<file path="src/rtl/mem_port_arbiter.sv">
// Arbitrates one single-port, fixed-latency memory between instruction fetch (IF)
// and data load/store (D); each access runs issue -> wait -> capture -> ack.
module mem_port_arbiter #(
    parameter int ADDR_W     = 32,
    parameter int DATA_W     = 32,
    parameter int MEM_LAT    = 2,
    parameter int STARVE_MAX = 4
) (
    input  logic              clk,
    input  logic              reset,
    input  logic              if_req,
    input  logic [ADDR_W-1:0] if_addr,
    input  logic              if_kill,
    output logic              if_ack,
    output logic [DATA_W-1:0] if_rdata,
    input  logic              d_req,
    input  logic              d_we,
    input  logic [ADDR_W-1:0] d_addr,
    input  logic [DATA_W-1:0] d_wdata,
    output logic              d_ack,
    output logic [DATA_W-1:0] d_rdata,
    output logic              mem_cs,
    output logic              mem_we,
    output logic [ADDR_W-1:0] mem_addr,
    output logic [DATA_W-1:0] mem_wdata,
    input  logic [DATA_W-1:0] mem_rdata,
    output logic              busy
);

    typedef enum logic [1:0] {IDLE, ISSUE, WAIT, DONE} state_t;

    localparam logic [3:0] LAT_LAST   = 4'(MEM_LAT - 1);
    localparam logic [3:0] STARVE_LIM = 4'(STARVE_MAX);

    state_t              state_reg, state_next;
    logic                owner_d_reg;
    logic                we_reg;
    logic [3:0]          cnt_reg;
    logic [3:0]          starve_reg;
    logic                kill_reg;
    logic [ADDR_W-1:0]   mem_addr_reg;
    logic [DATA_W-1:0]   mem_wdata_reg;
    logic [DATA_W-1:0]   if_rdata_reg;
    logic [DATA_W-1:0]   d_rdata_reg;

    logic grant_d, grant_if, kill_now, kill_eff;

    // IF is forced only when it has waited out STARVE_MAX D grants; a redirect blocks it.
    assign grant_d  = d_req && !(if_req && (starve_reg == STARVE_LIM));
    assign grant_if = !grant_d && if_req && !if_kill;

    // A kill seen in the current cycle counts immediately so a late redirect still
    // suppresses the capture and the ack of the fetch it cancels.
    assign kill_now = !owner_d_reg && (state_reg != IDLE) && if_kill;
    assign kill_eff = kill_reg || kill_now;

    always_comb begin
        state_next = state_reg;
        case (state_reg)
            IDLE:  if (grant_d || grant_if) state_next = ISSUE;
            ISSUE: state_next = we_reg ? DONE : WAIT;
            WAIT:  if (cnt_reg == 4'd0) state_next = DONE;
            DONE:  state_next = IDLE;
        endcase
    end

    always_ff @(posedge clk) begin
        if (reset) begin
            state_reg     <= IDLE;
            owner_d_reg   <= 1'b0;
            we_reg        <= 1'b0;
            cnt_reg       <= 4'd0;
            starve_reg    <= 4'd0;
            kill_reg      <= 1'b0;
            mem_addr_reg  <= '0;
            mem_wdata_reg <= '0;
            if_rdata_reg  <= '0;
            d_rdata_reg   <= '0;
        end else begin
            state_reg <= state_next;
            case (state_reg)
                IDLE: begin
                    if (grant_d) begin
                        owner_d_reg   <= 1'b1;
                        we_reg        <= d_we;
                        mem_addr_reg  <= d_addr;
                        mem_wdata_reg <= d_wdata;
                        if (!if_req)
                            starve_reg <= 4'd0;
                        else if (starve_reg != STARVE_LIM)
                            starve_reg <= starve_reg + 4'd1;
                    end else if (grant_if) begin
                        owner_d_reg  <= 1'b0;
                        we_reg       <= 1'b0;
                        mem_addr_reg <= if_addr;
                        starve_reg   <= 4'd0;
                    end
                end
                ISSUE: cnt_reg <= LAT_LAST;
                WAIT: begin
                    if (cnt_reg == 4'd0) begin
                        if (owner_d_reg)
                            d_rdata_reg <= mem_rdata;
                        else if (!kill_eff)
                            if_rdata_reg <= mem_rdata;
                    end else begin
                        cnt_reg <= cnt_reg - 4'd1;
                    end
                end
                DONE: ;
            endcase
            if (state_reg == DONE)
                kill_reg <= 1'b0;
            else if (kill_now)
                kill_reg <= 1'b1;
        end
    end

    assign mem_cs    = (state_reg == ISSUE);
    assign mem_we    = (state_reg == ISSUE) && we_reg;
    assign busy      = (state_reg != IDLE);
    assign d_ack     = (state_reg == DONE) && owner_d_reg;
    assign if_ack    = (state_reg == DONE) && !owner_d_reg && !kill_eff;
    assign mem_addr  = mem_addr_reg;
    assign mem_wdata = mem_wdata_reg;
    assign if_rdata  = if_rdata_reg;
    assign d_rdata   = d_rdata_reg;

endmodule

</file>
<file path="config.mk">
export PLATFORM = sky130hd
export DESIGN_NAME = mem_port_arbiter
export DESIGN_NICKNAME = d
export VERILOG_FILES = /design/src/rtl/mem_port_arbiter.sv
export SDC_FILE = /design/constraint.sdc
export NUM_CORES = 1
export LEC_CHECK = 0
export ABC_AREA = 1
export CORE_AREA = 2 2 122 124
export DETAILED_ROUTE_END_ITERATION = 8
export DIE_AREA = 0 0 124 126
export GPL_TIMING_DRIVEN = 0
export PLACE_DENSITY = 0.78
export SLEW_MARGIN = 20
export SYNTH_ARGS = -nofsm -noshare
export SYNTH_HDL_FRONTEND = slang
export SYNTH_SLANG_ARGS = --single-unit
</file>
<file path="constraint.sdc">
create_clock -name clk -period 2.1 [get_ports clk]
set_input_delay 0.315 -clock clk [delete_from_list [all_inputs] [get_ports clk]]
set_output_delay 0.315 -clock clk [all_outputs]
set_load 0.005 [all_outputs]
</file>
==> impl_metrics.json <==
{
  "main_synth_ff_type": "sky130_fd_sc_hd__dfxtp_1",
  "global_route.usage.met1": 0.272,
  "total_placed_cells_including_tap_cells": 1286,
  "cts_tree": "yes",
  "powerDensity_nw_per_um2": 1130,
  "critical_path_required_ns": 1.78,
  "cell_area_after_synthesis_sq_um": 5860,
  "clock_sink_count": 141,
  "coreArea_sq_um": 14300,
  "avgRoutedWirePerCell_um": 14.3,
  "antenna_found_initial": 2,
  "yosysSeqAreaShare": 0.482,
  "synth_largest_area_cell": "sky130_fd_sc_hd__dfxtp_1",
  "yosysUniqueCellTypes": 25,
  "synth-edff-count": 0,
  "cts_hold_buffers": 0,
  "clk_root_buffer_cell": "sky130_fd_sc_hd__clkbuf_16",
  "finalWorstPathRequiredPeriod_ns": 2.00,
  "dr.pass1.iters": 4,
  "gr-usage-met2": 0.408,
  "dieHeight_um": 126,
  "critPathMaxStageDelay_ns": 0.50,
  "placement.setup.worst_slack_ns": -0.0123,
  "grt_start_max_net_pins": 17,
  "power_switching_mw": 3.41,
  "finalWeightedCongestion": 0.817,
  "grt.busiest_layer": "met2",
  "seqPwrFrac": 0.351,
  "fmax_mhz": 500,
  "fillers": 1284,
  "crit_chain": "inv_2 -> ha_2 -> nand2_1 -> inv_1 -> clkdlybuf4s50_1",
  "buffer_ports.inserted": 264,
  "internal_portion_of_total_power_mw": 7.07,
  "drt_drc_violations_left": 0,
  "detailroute.via_count": 6216,
  "critPathArrivalTime_ns": 1.69,
  "path_class": "reg -> out",
  "hold_path_class": "in -> reg",
  "postRouteWirelength_mm": 18.8,
  "synth.top_cell.area_share": 0.482,
  "setup_slack_ns": 0.100,
  "finish.cell_count_without_fillers": 1316,
  "slew_headroom": 0.664,
  "timing.critical_path.slowest_stage_cell": "sky130_fd_sc_hd__clkdlybuf4s50_1",
  "floorplan.die_area_sq_um": 15600,
  "syn2layout_area_growth_pct": 58.9,
  "numCtsBuffers": 17,
  "globalRouteMet3Util": 0.0802,
  "drtIter0Drc": 230,
  "slew_violations": 0,
  "grt-ovfl-total": 0,
  "layout_cell_share_with_drive_strength_beyond_1": 0.0558,
  "synthesized_instance_count": 838,
  "setup.worst_path.end_class": "output port",
  "yosys_warnings": 0,
  "start_util": 0.410,
  "worst_ir_drop_vdd_mv": 0.586,
  "num_io_pins": 267,
  "drt.antenna.violating_nets": 0,
  "synth_async_sr_flop_share": 0,
  "grt_pass1_wl_mm": 29.5,
  "global_route.usage.total": 0.241,
  "syn_area_per_cell_sq_um": 7.00,
  "startpoint_type": "register",
  "route.detailed.vias_per_inst": 4.72,
  "timing.critical_path.fanout_max": 5,
  "row_count": 44,
  "post-dp-hpwl_mm": 13.7,
  "cts_max_path_buffers": 2,
  "largest_cells_by_area_after_synthesis": "sky130_fd_sc_hd__dfxtp_1, sky130_fd_sc_hd__nor2_1, sky130_fd_sc_hd__nand2_1",
  "leakage_nw": 3.95,
  "p_sw_frac": 0.325,
  "max-cap-violations": 0,
  "cts.clk_slew.worst_paths_ns": 0.06,
  "vias_in_the_first_global_route": 6053,
  "insertion_delay_ns": 0.42,
  "ff_latch_area_sq_um": 2830,
  "finClkSkew_ns": 0.00824,
  "floorplan.die.width_um": 124,
  "finalHoldViolations": 0,
  "number_of_h_tree_levels": 4,
  "setup-violations-final": 0,
  "post_cts_buffers": 0,
  "post-route-period-util": 0.952,
  "rsz0062_at_grt": "no",
  "ys_ff_latch": 141,
  "postSynthNetCount": 979,
  "pwr-share-clk": 0.273,
  "multi_input_area_sq_um": 2500,
  "fin_nets": 1262,
  "tightest_slew_ns": 0.504,
  "power.share.combinational": 0.376,
  "run_status": "completed"
}
-- layer usage --
layer	wire length (um)	vias to the layer above
met5	0	-
met4	601	0
met3	1590	40
met2	8790	206
met1	7790	2776
li1	-	3194
-- through the flow --
| step | setup TNS [ns] | instance area [sq um] | utilization | power [mW] | hold slack (ns) |
|---|---|---|---|---|---|
| floorplan | 0 | 5860 | - | 5.55 | 0.439 |
| global placement | -0.0103 | 8730 | 0.610 | 7.54 | 0.431 |
| detailed placement | -0.0227 | 8730 | 0.610 | 7.60 | 0.438 |
| CTS | 0 | 9300 | 0.650 | 10.5 | 0.199 |
| global route | 0 | 9320 | 0.651 | 11.2 | 0.216 |
| finish | 0 | 9320 | 0.651 | 10.5 | 0.200 |
-- power by group through the flow --
| stage | registers [mW] | logic, mW | clock network [mW] |
|---|---|---|---|
| floorplan | 3.74 | 1.82 | 0 |
| global placement | 3.68 | 3.86 | 0 |
| detailed placement | 3.71 | 3.90 | 0 |
| CTS | 3.67 | 3.96 | 2.91 |
| global route | 3.75 | 4.41 | 3.03 |
| finish | 3.68 | 3.95 | 2.86 |
-- worst paths after layout --
| check | to | startpoint | slack (ns) | depth (start not counted) |
|---|---|---|---|---|
| setup / recovery | mem_we | state_reg[1] | 0.1 | 5 |
| hold reg to reg | d_rdata[27] | d_rdata[27] | 0.45 | 2 |
| setup reg to reg | d_rdata[22] | cnt_reg[0] | 0.23 | 8 |
| hold / removal | starve_reg[2] | reset | 0.20 | 2 |
-- cell families (layout without fill, tap and decap cells) --
logic type | Yosys count | after routing | synth area share
simple gates | 403 | 403 | 0.280
other cells | 0 | 2 | 0
buf+inv | 139 | 431 | 0.0948
flops | 141 | 141 | 0.482
compound gates | 145 | 145 | 0.124
xor+xnor | 3 | 3 | 0.00448
fa+ha+maj | 7 | 7 | 0.0149
-- cells in the mapped netlist, types with 2 or more instances --
cell type and count:
sky130_fd_sc_hd__buf_4 4, sky130_fd_sc_hd__inv_1 84, sky130_fd_sc_hd__a21oi_1 44, sky130_fd_sc_hd__buf_1 7
sky130_fd_sc_hd__nand2_1 154, sky130_fd_sc_hd__o21ai_0 76, sky130_fd_sc_hd__buf_2 15, sky130_fd_sc_hd__clkbuf_1 27
sky130_fd_sc_hd__dfxtp_1 141, sky130_fd_sc_hd__nor2_1 167, sky130_fd_sc_hd__xor2_1 3, sky130_fd_sc_hd__nor3_1 32
sky130_fd_sc_hd__ha_1 7, sky130_fd_sc_hd__nand3_1 40, sky130_fd_sc_hd__o21ai_1 25, sky130_fd_sc_hd__inv_2 2
sky130_fd_sc_hd__nand2_2 2
-- cells in the final DEF (no fill, tap or decap), types with 25 or more instances in the layout --
cell / count
sky130_fd_sc_hd__nand2_1: 154
sky130_fd_sc_hd__nand3_1: 40
sky130_fd_sc_hd__a21oi_1: 44
sky130_fd_sc_hd__nor2_1: 167
sky130_fd_sc_hd__clkbuf_1: 26
sky130_fd_sc_hd__dfxtp_1: 139
sky130_fd_sc_hd__o21ai_0: 76
sky130_fd_sc_hd__inv_1: 82
sky130_fd_sc_hd__clkdlybuf4s50_1: 263
sky130_fd_sc_hd__nor3_1: 32
sky130_fd_sc_hd__o21ai_1: 25
-- repair_timing --
action,CTS,global route
resized for setup,6,9
hold endpoints to repair,0,0
setup endpoints to repair,2,22
-- worst max-delay path: cells and delay by family, from the launching register on --
family | cells | cell delay [ns]
DFF | 1 | 0.35
buffers and inverters | 3 | 0.64
adders and majority gates | 1 | 0.19
and+or+nand+nor | 1 | 0.09
-- layout make-up --
| class | instances | area share |
|---|---|---|
| flip-flops and latches | 141 | 0.303 |
| clock inverters | 7 | 0.00994 |
| inverters | 86 | 0.0349 |
| multi-input cells | 558 | 0.268 |
| plain buffers | 53 | 0.0254 |
| clock buffers | 21 | 0.0494 |
| repair buffers | 264 | 0.284 |
| well taps | 184 | 0.0247 |
| diodes | 2 | 0.000537 |
Note: power is estimated with default switching activity, not from simulation.
